**src/rtl/layer_output_serializer_pkg.sv**
```systemverilog
// Shared types and helpers for the layer output serializer.
// Imported by the serializer top.
package layer_output_serializer_pkg;

  typedef enum logic {
    COLLECT = 1'b0,
    SEND    = 1'b1
  } ser_state_t;

  function automatic int idx_width(input int n);
    return (n > 1) ? $clog2(n) : 1;
  endfunction

endpackage

```
**src/rtl/layer_output_serializer.sv**
```systemverilog
// Collects one layer's parallel neuron outputs and replays
// them as a one-word-per-beat stream in neuron order.
module layer_output_serializer
  import layer_output_serializer_pkg::*;
#(
  parameter int NN        = 30,
  parameter int dataWidth = 16
) (
  input  logic                    clk,
  input  logic                    rst,
  input  logic [NN-1:0]           in_valid,
  input  logic [NN*dataWidth-1:0] in_data,
  input  logic                    out_ready,
  output logic                    out_valid,
  output logic [dataWidth-1:0]    out_data,
  output logic                    out_last,
  output logic                    busy,
  output logic                    overrun
);

  localparam int IW = idx_width(NN);
  localparam logic [IW-1:0] LAST = IW'(NN - 1);

  ser_state_t state;
  ser_state_t state_n;

  logic [NN-1:0]        mask;
  logic [NN-1:0]        mask_n;
  logic [NN-1:0]        wr_en;
  logic [NN-1:0]        fill;
  logic [IW-1:0]        idx;
  logic [IW-1:0]        idx_n;
  logic [IW-1:0]        idx_inc;
  logic [dataWidth-1:0] buffer [NN];
  logic [dataWidth-1:0] word0;
  logic [dataWidth-1:0] data_n;
  logic                 valid_n;
  logic                 last_n;
  logic                 busy_n;
  logic                 overrun_n;
  logic                 fire;

  assign fill    = mask | in_valid;
  assign fire    = out_valid & out_ready;
  assign idx_inc = idx + IW'(1);

  // Neuron 0 may land on the completing cycle itself
  assign word0 = in_valid[0] ? in_data[dataWidth-1:0]
                             : buffer[0];

  always_comb begin
    state_n   = state;
    mask_n    = mask;
    idx_n     = idx;
    wr_en     = '0;
    valid_n   = out_valid;
    data_n    = out_data;
    last_n    = out_last;
    busy_n    = busy;
    overrun_n = overrun;
    unique case (state)
      COLLECT: begin
        wr_en  = in_valid;
        mask_n = fill;
        if (&fill) begin
          state_n = SEND;
          mask_n  = '0;
          idx_n   = '0;
          valid_n = 1'b1;
          data_n  = word0;
          last_n  = (LAST == '0);
          busy_n  = 1'b1;
        end
      end
      SEND: begin
        if (|in_valid) overrun_n = 1'b1;
        if (fire) begin
          if (idx == LAST) begin
            state_n = COLLECT;
            idx_n   = '0;
            valid_n = 1'b0;
            data_n  = '0;
            last_n  = 1'b0;
            busy_n  = 1'b0;
          end else begin
            idx_n  = idx_inc;
            data_n = buffer[idx_inc];
            last_n = (idx_inc == LAST);
          end
        end
      end
      default: ;
    endcase
  end

  always_ff @(posedge clk) begin
    for (int i = 0; i < NN; i++) begin
      if (wr_en[i]) begin
        buffer[i] <= in_data[i*dataWidth +: dataWidth];
      end
    end
  end

  always_ff @(posedge clk) begin
    if (rst) begin
      state     <= COLLECT;
      mask      <= '0;
      idx       <= '0;
      out_valid <= 1'b0;
      out_data  <= '0;
      out_last  <= 1'b0;
      busy      <= 1'b0;
      overrun   <= 1'b0;
    end else begin
      state     <= state_n;
      mask      <= mask_n;
      idx       <= idx_n;
      out_valid <= valid_n;
      out_data  <= data_n;
      out_last  <= last_n;
      busy      <= busy_n;
      overrun   <= overrun_n;
    end
  end

endmodule

```
**config.mk**
```make
export PLATFORM = sky130hd
export DESIGN_NAME = layer_output_serializer
export DESIGN_NICKNAME = d
export VERILOG_FILES = /design/src/rtl/layer_output_serializer_pkg.sv /design/src/rtl/layer_output_serializer.sv
export SDC_FILE = /design/constraint.sdc
export NUM_CORES = 1
export LEC_CHECK = 0
export ABC_AREA = 1
export BUFFER_PORTS_ARGS = -buffer_cell sky130_fd_sc_hd__buf_2
export CORE_AREA = 2 2 210 212
export DETAILED_ROUTE_END_ITERATION = 8
export DIE_AREA = 0 0 212 214
export PLACE_DENSITY_LB_ADDON = 0.15
export SKIP_CTS_REPAIR_TIMING = 1
export SYNTH_ARGS = -nofsm -noshare
export SYNTH_HDL_FRONTEND = slang
export SYNTH_SLANG_ARGS = --single-unit
```
**constraint.sdc**
```tcl
create_clock -name clk -period 2.4 [get_ports clk]
set_input_delay 0.24 -clock clk [delete_from_list [all_inputs] [get_ports clk]]
set_output_delay 0.24 -clock clk [all_outputs]
set_load 0.01 [all_outputs]
```
==> impl_metrics.prom <==
# TYPE chip_impl_metric gauge
chip_impl_info{name="synth.most_common_cell",value="nand2_1"} 1
chip_impl_metric{name="hpwlAfterDp",unit="um"} 53900
chip_impl_metric{name="clock_tree.htree_level_count",unit=""} 2
chip_impl_metric{name="core-area",unit="um^2"} 42900
chip_impl_metric{name="groute.usage.overall",unit="%"} 32.6
chip_impl_metric{name="row_count",unit=""} 76
chip_impl_metric{name="timing.critical_path.required",unit="ns"} 2.94
chip_impl_metric{name="arrival_worst_endpoint",unit="ns"} 2.87
chip_impl_metric{name="static-leakage-power",unit="nW"} 14.9
chip_impl_metric{name="worst_slew_margin_rel",unit="%"} 46.6
chip_impl_metric{name="setup_violations",unit=""} 0
chip_impl_info{name="ys_top_cells_by_area",value="edfxtp_1 63%, nand2_1 12%, nand3_1 8.1%"} 1
chip_impl_metric{name="synth-edff-count",unit=""} 480
chip_impl_metric{name="dr_total_vias",unit=""} 21702
chip_impl_info{name="cp_dominant_cell_by_count",value="nand3_1"} 1
chip_impl_metric{name="slew_viol_final",unit=""} 0
chip_impl_metric{name="max_slew.worst_pin.slew",unit="ns"} 0.802
chip_impl_metric{name="max_stage_delay",unit="ns"} 0.39
chip_impl_metric{name="number_of_remaining_drc_errors",unit=""} 0
chip_impl_metric{name="clock_insertion_delay_at_the_later_pin_of_the_skew_report",unit="ns"} 0.64
chip_impl_metric{name="irDropWorstVdd",unit="mV"} 0.577
chip_impl_metric{name="clkTransAtPathRegs",unit="ns"} 0.07
chip_impl_info{name="hp-start",value="in_valid[15]"} 1
chip_impl_info{name="ys_dominant_reg_cell",value="edfxtp_1"} 1
chip_impl_metric{name="sink_count_of_the_clock_tree",unit=""} 535
chip_impl_info{name="outcome",value="complete, no violations"} 1
chip_impl_metric{name="grt_pass1_wl",unit="um"} 108000
chip_impl_metric{name="period_utilization",unit="%"} 97.1
chip_impl_metric{name="final.setup_skew",unit="ns"} 0.0380
chip_impl_metric{name="cts_inserted_buffers",unit=""} 54
chip_impl_metric{name="detail_route.first_pass.iterations",unit=""} 8
chip_impl_metric{name="detailedRoute.firstIterationViolations",unit=""} 2710
chip_impl_metric{name="post_route_cells_drive_above_1_share",unit="%"} 21.6
chip_impl_metric{name="placement.io_buffers",unit=""} 532
chip_impl_info{name="critical-path-slowest-cell",value="dfxtp_1"} 1
chip_impl_metric{name="synth-async-reset-ratio",unit="%"} 0
chip_impl_info{name="launch_instance_of_the_worst_register_to_register_path",value="idx[1]"} 1
chip_impl_metric{name="synth.avg_cell_area",unit="um^2"} 10.1
chip_impl_metric{name="ctsLongestPathBuffers",unit=""} 3
chip_impl_info{name="synth_common_cells",value="724 x nand2_1, 480 x edfxtp_1, 370 x nand3_1"} 1
chip_impl_metric{name="initial_antenna_violation_count",unit=""} 21
chip_impl_info{name="tritoncts_clock_tree",value="yes"} 1
chip_impl_metric{name="synth_top_cell_area_share",unit="%"} 62.7
chip_impl_info{name="timing.critical_path.to_type",value="flop"} 1
chip_impl_metric{name="timing.fmax",unit="MHz"} 429
chip_impl_metric{name="routed_wl",unit="um"} 90600
chip_impl_metric{name="route.detailed.vias_per_inst",unit=""} 5.52
chip_impl_metric{name="worstRegToRegCells",unit=""} 10
chip_impl_info{name="cts.root.buffer_cell",value="clkbuf_16"} 1
chip_impl_metric{name="worst-path-max-fanout",unit=""} 28
chip_impl_metric{name="start_util",unit="%"} 53.6
chip_impl_metric{name="layout.cell_area.non_filler",unit="um^2"} 33100
chip_impl_info{name="start_kind",value="flop"} 1
chip_impl_metric{name="area_delta_synth_final",unit="%"} 44.0
chip_impl_metric{name="average_wire_per_cell_in_the_routed_design",unit="um"} 23.0
chip_impl_info{name="timing.hold.worst.class",value="input pin to flop"} 1
chip_impl_metric{name="grt.overflow.total",unit=""} 0
chip_impl_info{name="crit_path_cell_trace",value="inv_1, ha_4, inv_4, buf_4, nand3_1, nand3_1, nand3_1, nand3_1, nand3_1, a21oi_1"} 1
chip_impl_metric{name="ant_nets",unit=""} 0
chip_impl_info{name="timing.setup.critical_path_class",value="flop to flop"} 1
chip_impl_metric{name="yosys_register_bits",unit=""} 535
chip_impl_info{name="hold-path-endpoint",value="mask[15]"} 1
chip_impl_metric{name="min_delay_path_depth",unit=""} 5
chip_impl_metric{name="ys_seq_area_share",unit="%"} 67.5
chip_impl_metric{name="period_needed",unit="ns"} 2.33
chip_impl_metric{name="number_of_distinct_library_cells_after_synthesis",unit=""} 27
chip_impl_metric{name="globalplace.congestion",unit=""} 0.889
chip_impl_metric{name="power-per-cell-area",unit="nW/um^2"} 672
chip_impl_metric{name="die_y",unit="um"} 214
chip_impl_metric{name="grt_pass1_vias",unit=""} 17823
chip_impl_metric{name="detailedPlace.worstSlack",unit="ns"} 0.164
chip_impl_metric{name="final_hold_violation_count",unit=""} 0
chip_impl_metric{name="post_synthesis_cell_count",unit=""} 2272
chip_impl_metric{name="max_cap_violations",unit=""} 0
chip_impl_metric{name="grt_max_degree",unit=""} 118
chip_impl_info{name="synthDominantAreaCellType",value="edfxtp_1"} 1
chip_impl_metric{name="r2r_slack",unit="ns"} 0.07
chip_impl_metric{name="die_area",unit="um^2"} 45400
chip_impl_metric{name="post-route-worst-setup-slack",unit="ns"} 0.0691
chip_impl_metric{name="i_o_pins",unit=""} 533
chip_impl_metric{name="final_net_count",unit=""} 3805
chip_impl_metric{name="chipWidth",unit="um"} 212
chip_impl_info{name="worstReg2RegEnd",value="out_data[13]"} 1
chip_impl_metric{name="synth.yosys.warnings",unit=""} 0
chip_impl_metric{name="fin_setup_tns",unit="ns"} 0
chip_impl_metric{name="syn-num-nets",unit=""} 2788
chip_impl_metric{name="dpl_cell_area",unit="um^2"} 26400
chip_impl_metric{name="netlist_area",unit="um^2"} 23000
## cell families (layout without fill, tap and decap cells)
group,after synthesis,after routing,synth area share (%)
xor gates and xnor gates,1,1,0.120
adders and majority gates,3,3,0.163
DFF,535,535,67.5
AOI/OAI and AO/OA,77,77,1.89
buffers and inverters,413,1476,7.81
other,0,15,0
and+or+nand+nor,1243,1243,22.5
## worst max-delay path by stage
stage	slack, ns	endpoint	startpoint
after floorplan	0.29	out_data[2]	idx[0]
after global placement	0.18	out_data[7]	idx[0]
after detailed placement	0.16	out_data[1]	idx[0]
after CTS	0.13	out_data[12]	idx[1]
after global routing	-0.05	out_data[7]	idx[0]
final	0.07	out_data[13]	idx[1]
## area by class of cell
type	count	area [um^2]
Fill cell	2653	9790
Inverter	294	1110
Sequential cell	535	15500
Multi-Input combinational cell	1324	5740
Clock buffer	73	1480
Clock inverter	29	348
Antenna cell	15	37.5
Tap cell	585	732
Timing Repair Buffer	1080	8120
## cell usage in the layout, fill, tap and decap left out, types with 7 or more instances in the layout
cell type	netlist	layout
a211oi_1	16	16
a21oi_1	37	37
buf_12	0	7
buf_2	70	532
buf_4	9	55
bufinv_16	0	7
clkbuf_1	21	13
clkbuf_16	0	55
clkinv_1	1	7
clkinv_2	1	7
dfxtp_1	55	53
diode_2	0	15
dlygate4sd3_1	0	481
edfxtp_1	480	480
inv_1	285	285
nand2_1	724	724
nand3_1	370	370
nand4_1	10	10
nor2_1	132	112
nor2_2	1	21
o21ai_0	19	19
## flip-flops by register name, indices dropped and copies added (netlist names)
name      flops
state         1
out_last      1
idx           5
mask         30
out_data     16
busy          1
buffer      480
overrun       1
## layer usage
layer	GRT usage [%]	wire length (um)
met2	54.4	44600
met5	0	84
met3	5.73	9490
met4	12.6	5320
met1	42.5	31000
## metrics by stage
stage / util [%] / hold slack (ns) / cells / power, mW
floorplan: - / 0.309 / 2272 / 11.9
global placement: 61.5 / 0.416 / 3336 / 12.7
detailed placement: 61.5 / 0.418 / 3336 / 12.8
CTS: 65.8 / -0.244 / 3438 / 21.4
global route: 77.1 / 0.0567 / 3931 / 22.8
finish: 77.2 / 0.00108 / 3935 / 22.3
## report_power, final
group          leakage [nW]  total (mW)  internal, mW  switching, mW
combinational          8.88        2.19          1.10           1.09
sequential             5.15        11.2          10.9          0.242
clock                 0.882        8.90          5.10           3.80
## worst max-delay path: cells and delay by family (launching register included)
kind / cells / cell delay (ns)
flip-flops: 1 / 0.39
buffers and inverters: 3 / 0.51
AO/OA/AOI/OAI: 1 / 0.13
adder cells (fa/ha/maj): 1 / 0.28
AND/OR/NAND/NOR: 5 / 0.90
Power figures use the tool's default switching activity.
